$ cat src/rtl/fpu_vfloat_req_queue.sv
// Request issue queue in front of the VFloat FPU controller.
// Buffers CPU floating-point requests in a small FIFO and hands them to the
// controller one at a time. At most one operation is ever in flight. Requests
// carrying an operator code the controller does not implement are dropped at
// enqueue and reported on err_valid/err_tag, so the controller never sits in
// BUSY waiting for an operation it cannot finish.
module fpu_vfloat_req_queue #(
  parameter int         EXP_WIDTH    = 8,
  parameter int         MAN_WIDTH    = 23,
  parameter int         DEPTH        = 4,
  parameter logic [2:0] LEGAL_OP_MAX = 3'd4,
  localparam int        IEEE_W       = 1 + EXP_WIDTH + MAN_WIDTH,
  localparam int        CNT_W        = $clog2(DEPTH + 1)
) (
  input  logic              clk,
  input  logic              reset,
  // CPU request side
  input  logic              req_valid,
  output logic              req_ready,
  input  logic [2:0]        req_operator,
  input  logic [2:0]        req_rm,
  input  logic [3:0]        req_tag,
  input  logic [IEEE_W-1:0] req_op1,
  input  logic [IEEE_W-1:0] req_op2,
  input  logic              flush,
  // Controller side
  output logic [2:0]        operator,
  output logic [2:0]        rounding_mode,
  output logic [3:0]        tag,
  output logic [IEEE_W-1:0] inOp1,
  output logic [IEEE_W-1:0] inOp2,
  output logic              in_valid,
  output logic              cpu_ready,
  input  logic              fpu_ready,
  input  logic              result_valid,
  // Status
  output logic              inflight,
  output logic [CNT_W-1:0]  count,
  output logic              empty,
  output logic              full,
  output logic              err_valid,
  output logic [3:0]        err_tag
);

  localparam int PTR_W = $clog2(DEPTH);
  // Entry layout: {operator, rounding mode, tag, op1, op2}
  localparam int ENT_W = 3 + 3 + 4 + 2 * IEEE_W;

  logic [PTR_W-1:0] r_wr_ptr;
  logic [PTR_W-1:0] r_rd_ptr;
  logic [CNT_W-1:0] r_count;
  logic             r_inflight;
  logic             r_err_valid;
  logic [3:0]       r_err_tag;

  logic [ENT_W-1:0] w_entries [DEPTH];
  logic [ENT_W-1:0] w_wr_data;
  logic [ENT_W-1:0] w_head;
  logic             w_full;
  logic             w_empty;
  logic             w_req_ready;
  logic             w_accept;
  logic             w_legal;
  logic             w_push;
  logic             w_reject;
  logic             w_in_valid;
  logic             w_issue;

  assign w_full      = (r_count == CNT_W'(DEPTH));
  assign w_empty     = (r_count == '0);
  // No bypass: a pop in the same cycle never opens a slot while full.
  assign w_req_ready = !w_full && !flush;
  assign w_accept    = req_valid && w_req_ready;
  assign w_legal     = (req_operator <= LEGAL_OP_MAX);
  assign w_push      = w_accept && w_legal;
  assign w_reject    = w_accept && !w_legal;
  // Hold the head back while an op is outstanding so only one is ever in flight.
  assign w_in_valid  = !w_empty && !r_inflight;
  assign w_issue     = w_in_valid && fpu_ready;
  assign w_wr_data   = {req_operator, req_rm, req_tag, req_op1, req_op2};

  // Storage: one register per entry so the whole queue clears on reset.
  for (genvar gi = 0; gi < DEPTH; gi++) begin : g_entry
    logic [ENT_W-1:0] r_entry;

    // Capture the request when the write pointer selects this slot
    always_ff @(posedge clk or posedge reset) begin
      if (reset) begin
        r_entry <= '0;
      end else if (w_push && (r_wr_ptr == PTR_W'(gi))) begin
        r_entry <= w_wr_data;
      end
    end

    assign w_entries[gi] = r_entry;
  end

  assign w_head = w_entries[r_rd_ptr];

  // Pointers and occupancy; flush empties the queue but leaves storage intact
  always_ff @(posedge clk or posedge reset) begin
    if (reset) begin
      r_wr_ptr <= '0;
      r_rd_ptr <= '0;
      r_count  <= '0;
    end else if (flush) begin
      r_wr_ptr <= '0;
      r_rd_ptr <= '0;
      r_count  <= '0;
    end else begin
      if (w_push) begin
        r_wr_ptr <= r_wr_ptr + PTR_W'(1);
      end
      if (w_issue) begin
        r_rd_ptr <= r_rd_ptr + PTR_W'(1);
      end
      case ({w_push, w_issue})
        2'b10:   r_count <= r_count + CNT_W'(1);
        2'b01:   r_count <= r_count - CNT_W'(1);
        default: r_count <= r_count;
      endcase
    end
  end

  // In-flight tracking: set on issue, cleared by the completion pulse; flush leaves it alone
  always_ff @(posedge clk or posedge reset) begin
    if (reset) begin
      r_inflight <= 1'b0;
    end else if (w_issue) begin
      r_inflight <= 1'b1;
    end else if (result_valid) begin
      r_inflight <= 1'b0;
    end
  end

  // Illegal-operator report: one-cycle pulse, tag held until the next rejection
  always_ff @(posedge clk or posedge reset) begin
    if (reset) begin
      r_err_valid <= 1'b0;
      r_err_tag   <= 4'd0;
    end else begin
      r_err_valid <= w_reject;
      if (w_reject) begin
        r_err_tag <= req_tag;
      end
    end
  end

  assign {operator, rounding_mode, tag, inOp1, inOp2} = w_head;
  assign in_valid  = w_in_valid;
  assign cpu_ready = w_in_valid;
  assign req_ready = w_req_ready;
  assign inflight  = r_inflight;
  assign count     = r_count;
  assign empty     = w_empty;
  assign full      = w_full;
  assign err_valid = r_err_valid;
  assign err_tag   = r_err_tag;

endmodule

$ cat config.mk
export PLATFORM = sky130hd
export DESIGN_NAME = fpu_vfloat_req_queue
export DESIGN_NICKNAME = d
export VERILOG_FILES = /design/src/rtl/fpu_vfloat_req_queue.sv
export SDC_FILE = /design/constraint.sdc
export NUM_CORES = 1
export LEC_CHECK = 0
export BUFFER_PORTS_ARGS = -buffer_cell sky130_fd_sc_hd__buf_2
export CORE_ASPECT_RATIO = 0.6
export CORE_UTILIZATION = 40
export CTS_CLUSTER_SIZE = 8
export DETAILED_ROUTE_END_ITERATION = 6
export PLACE_DENSITY = 0.61
export SKIP_LAST_GASP = 1
export SLEW_MARGIN = 25
export SYNTH_ARGS = -nofsm -noshare
export SYNTH_HDL_FRONTEND = slang
export SYNTH_SLANG_ARGS = --single-unit
$ cat constraint.sdc
create_clock -name clk -period 15.7 [get_ports clk]
set_clock_uncertainty 0.1 [all_clocks]
set_input_delay 0.785 -clock clk [delete_from_list [all_inputs] [get_ports clk]]
set_output_delay 0.785 -clock clk [all_outputs]
set_load 0.02 [all_outputs]
==> summary.txt <==
WORST HOLD PATH
-------------------------------------------------------------------------------------------------
Type of the worst min-delay path ...................................................  in -> async

FLOW RUN
-------------------------------------------------------------------------------------------------
Total of max-cap violations ........................................................            0

ROUTE
-------------------------------------------------------------------------------------------------
Wire length on met1 ................................................................     15500 um
Average wire per standard cell .....................................................      21.7 um
Number of search-and-repair iterations in the first detailed-routing pass ..........            4
Met2 layer wire length in the routed design ........................................     13600 um
Met3 layer wire length in the routed design ........................................      1200 um
Vias after detailed routing ........................................................         7296
Remaining antenna violation count after routing ....................................            0
Starting DRC count in detailed routing .............................................          270
Wirelength, routed .................................................................     30900 um
Number of design rule violations left after detail routing .........................            0
Max layer used .....................................................................         met5
Average vias per placed instance ...................................................         5.12

DIE
-------------------------------------------------------------------------------------------------
Die span in x ......................................................................       250 um
Vertical die dimension .............................................................       151 um
Io pins ............................................................................          168
Floorplan Core Area ................................................................   35600 um^2
Number of core rows ................................................................           53
Die outline area ...................................................................   37600 um^2
Initial core utilization ...........................................................        41.3%

GRT
-------------------------------------------------------------------------------------------------
Global Route Usage Sum .............................................................        17.0%
Wire length of the first global-routing pass .......................................     49100 um
Vias in the first global route .....................................................         8029
Remaining Overflow, GRT ............................................................            0
Number of antenna violations at the first check in global routing ..................            2
Maximum number of pins on one net before global-route repair .......................          171

CRITICAL PATH
-------------------------------------------------------------------------------------------------
Critical Setup Path Class ..........................................................   reg -> out
Endpoint kind of the worst setup timing path ....................................... primary output
Slowest stage cell on the critical path ............................................ sky130_fd_sc_hd__dfrtp_4
Series of cell instances along the critical path ................................... buf_6 -> mux4_2 -> buf_2
Crit start category ................................................................         flop
Data arrival at the endpoint of the critical path ..................................      2.92 ns
Maximum single-stage delay on the critical path ....................................      0.84 ns
Number of buffer and inverter instances along the worst setup path .................            2
Number of gates on the worst path with buffers counted .............................            3
Family with the most delay on the worst path ....................................... buffers and inverters
Endpoint required time on the critical path ........................................     14.82 ns
Reg2Reg Depth ......................................................................            5
Max Fanout on Critical Path ........................................................           48

TIMING
-------------------------------------------------------------------------------------------------
Relative slew margins ..............................................................        37.1%
Tmin final .........................................................................      3.80 ns
Worst Tran Pin Value ...............................................................     0.944 ns
Final critical-path share of the clock period ......................................        24.2%
Maximum clock rate .................................................................    0.263 GHz
Final Slew Violations ..............................................................            0
Final hold viol count ..............................................................            0
Setup total negative slack .........................................................         0 ns
Total setup violations reported at the end of the flow .............................            0
Setup repair after global routing missed its margin ................................        false

POWER AND IR DROP
-------------------------------------------------------------------------------------------------
Cell leakage power .................................................................      8.49 nW
Highest ir drop seen on vdd ........................................................    0.0780 mV
PwrDens ............................................................................  184 nW/um^2

SYNTH
-------------------------------------------------------------------------------------------------
Post-synth net total ...............................................................          869
Number of distinct library cell variants in the gate-level netlist after synthesis .           32
Most frequent cells after synthesis ................................................ sky130_fd_sc_hd__dfrtp_1, sky130_fd_sc_hd__mux2_4, sky130_fd_sc_hd__mux4_2
Area of the mapped netlist .........................................................   14700 um^2
Main synth FF type ................................................................. sky130_fd_sc_hd__dfrtp_1
Average size of a mapped cell ......................................................    18.8 um^2
Synthesis-stage register bit count .................................................          309
Async set or reset register ratio after synthesis ..................................         100%
Area leader, netlist ............................................................... sky130_fd_sc_hd__dfrtp_1
Sequential share of the synthesized area ...........................................        52.6%
Area share of the largest cell type after synthesis ................................        52.6%
Top-count cell post-synth .......................................................... sky130_fd_sc_hd__dfrtp_1
Synth area leaders ................................................................. sky130_fd_sc_hd__dfrtp_1, sky130_fd_sc_hd__mux2_4, sky130_fd_sc_hd__mux4_2
Warnings, synthesis ................................................................            0
Number of enable flip-flop cells after synthesis ...................................            0
Post-Synthesis Cells ...............................................................          784

FINAL LAYOUT
-------------------------------------------------------------------------------------------------
Layout Nets ........................................................................         1038
Proportion of layout cells with a drive suffix above 1 .............................        63.6%
Filler cell count ..................................................................         3037
Area growth from synthesis to final layout .........................................        14.0%
Footprint of the multi-input gates .................................................    6310 um^2
Core Util, Final ...................................................................        47.1%
Sequential cell area ...............................................................    7740 um^2

PLACEMENT
-------------------------------------------------------------------------------------------------
Weighted congestion reported at the end of routability-driven placement ............        0.705
Input/output buffers ...............................................................          167
HPWL reported at the end of detailed placement .....................................     17800 um

CLOCK TREE
-------------------------------------------------------------------------------------------------
Hold buffer count at cts ...........................................................            0
Setup bufs post-CTS ................................................................            0
Root Buffer ........................................................................ sky130_fd_sc_hd__clkbuf_16
Number of clock sinks seen by CTS ..................................................          309
CTS buffer count ...................................................................           44
Clock latency at the later pin of the worst-skew pair ..............................      0.54 ns
Buffer levels on the longest clock path ............................................            3
Htree depth ........................................................................            2
Number of instances resized during post-cts repair .................................            0
TritonCTS clock tree ...............................................................         done
Clock transition at the registers of the reported paths ............................      0.05 ns

OUTCOME
-------------------------------------------------------------------------------------------------
Run status .........................................................................    completed

## power by group
part / switching, mW / leakage [nW] / internal [mW]
combinational: 0.486 / 3.89 / 0.585
sequential: 0.152 / 4.03 / 1.02
clock: 0.331 / 0.569 / 0.502
## layout make-up
class                   instances  share of cell area [%]
clock buffers                  46                    6.74
inverters                       6                   0.209
repair buffers                175                    5.56
clock inverters                 3                   0.134
well taps                     467                    3.49
multi-input cells             417                    37.7
flip-flops and latches        309                    46.2
diodes                          1                  0.0149
## per-layer routing
metal,vias up,track usage [%]
met4,2,4.78
li1,3221,-
met5,-,0
met2,119,25.4
met1,3894,25.1
met3,60,3.53
## metrics by stage
stage          setup slack, ns  power (mW)  instance area, um^2  hold slack [ns]  cells
3_5_place_dp             12.02        2.26                15600            0.388   1373
5_1_grt                  11.67        3.24                16800            0.313   1423
6_report                 11.90        3.08                16800            0.261   1424
3_3_place_gp             12.08        2.25                15600            0.384   1373
2_1_floorplan             6.27        1.97                14700            0.374    784
4_1_cts                  11.49        3.13                16700            0.307   1422
## path summary, 6_finish.rpt
kind | endpoint | slack [ns] | start
setup reg to reg | g_entry[0].r_entry[62]$_DFFE_PP0P_ | 12.28 | count[0]$_DFFE_PP0P_
min in group clk | inflight$_DFFE_PP0P_ | 0.34 | result_valid
hold reg to reg | g_entry[2].r_entry[62]$_DFFE_PP0P_ | 0.40 | g_entry[2].r_entry[62]$_DFFE_PP0P_
max in group asynchronous | r_rd_ptr[0]$_DFFE_PP0P_ | 13.83 | reset
setup / recovery | inOp2[20] | 11.90 | r_rd_ptr[0]$_DFFE_PP0P_
hold / removal | g_entry[0].r_entry[62]$_DFFE_PP0P_ | 0.26 | reset
## registers in the layout, indices dropped and copies added (netlist names)
register,flops
r_wr_ptr,2
inflight,1
err_valid,1
count,3
err_tag,4
r_rd_ptr,2
g_entry.r_entry,296
## cells by family (layout without fill, tap and decap cells)
family | count (synthesis) | after routing | share of synthesized area (%)
fa+ha+maj | 5 | 5 | 0.477
simple gates | 26 | 26 | 1.11
buf+inv | 58 | 230 | 4.69
other cells | 0 | 1 | 0
flops | 309 | 309 | 52.6
compound gates | 3 | 3 | 0.102
mux | 379 | 379 | 40.8
xor+xnor | 4 | 4 | 0.238
## cell usage in the layout (no fill, tap or decap), types with 2 or more instances in the layout
cell and instances:
sky130_fd_sc_hd__xnor2_1 3, sky130_fd_sc_hd__dfrtp_4 2, sky130_fd_sc_hd__nand2_4 4, sky130_fd_sc_hd__clkbuf_16 45, sky130_fd_sc_hd__buf_4 5, sky130_fd_sc_hd__dfrtp_1 307
sky130_fd_sc_hd__buf_2 167, sky130_fd_sc_hd__mux2_2 62, sky130_fd_sc_hd__mux2_4 240, sky130_fd_sc_hd__mux4_2 74, sky130_fd_sc_hd__ha_1 4, sky130_fd_sc_hd__nand2b_1 2
sky130_fd_sc_hd__nor2b_1 3, sky130_fd_sc_hd__nor2_1 9, sky130_fd_sc_hd__inv_6 2, sky130_fd_sc_hd__mux2i_1 3, sky130_fd_sc_hd__inv_1 5
No activity file was read; power rests on OpenSTA's default activity.
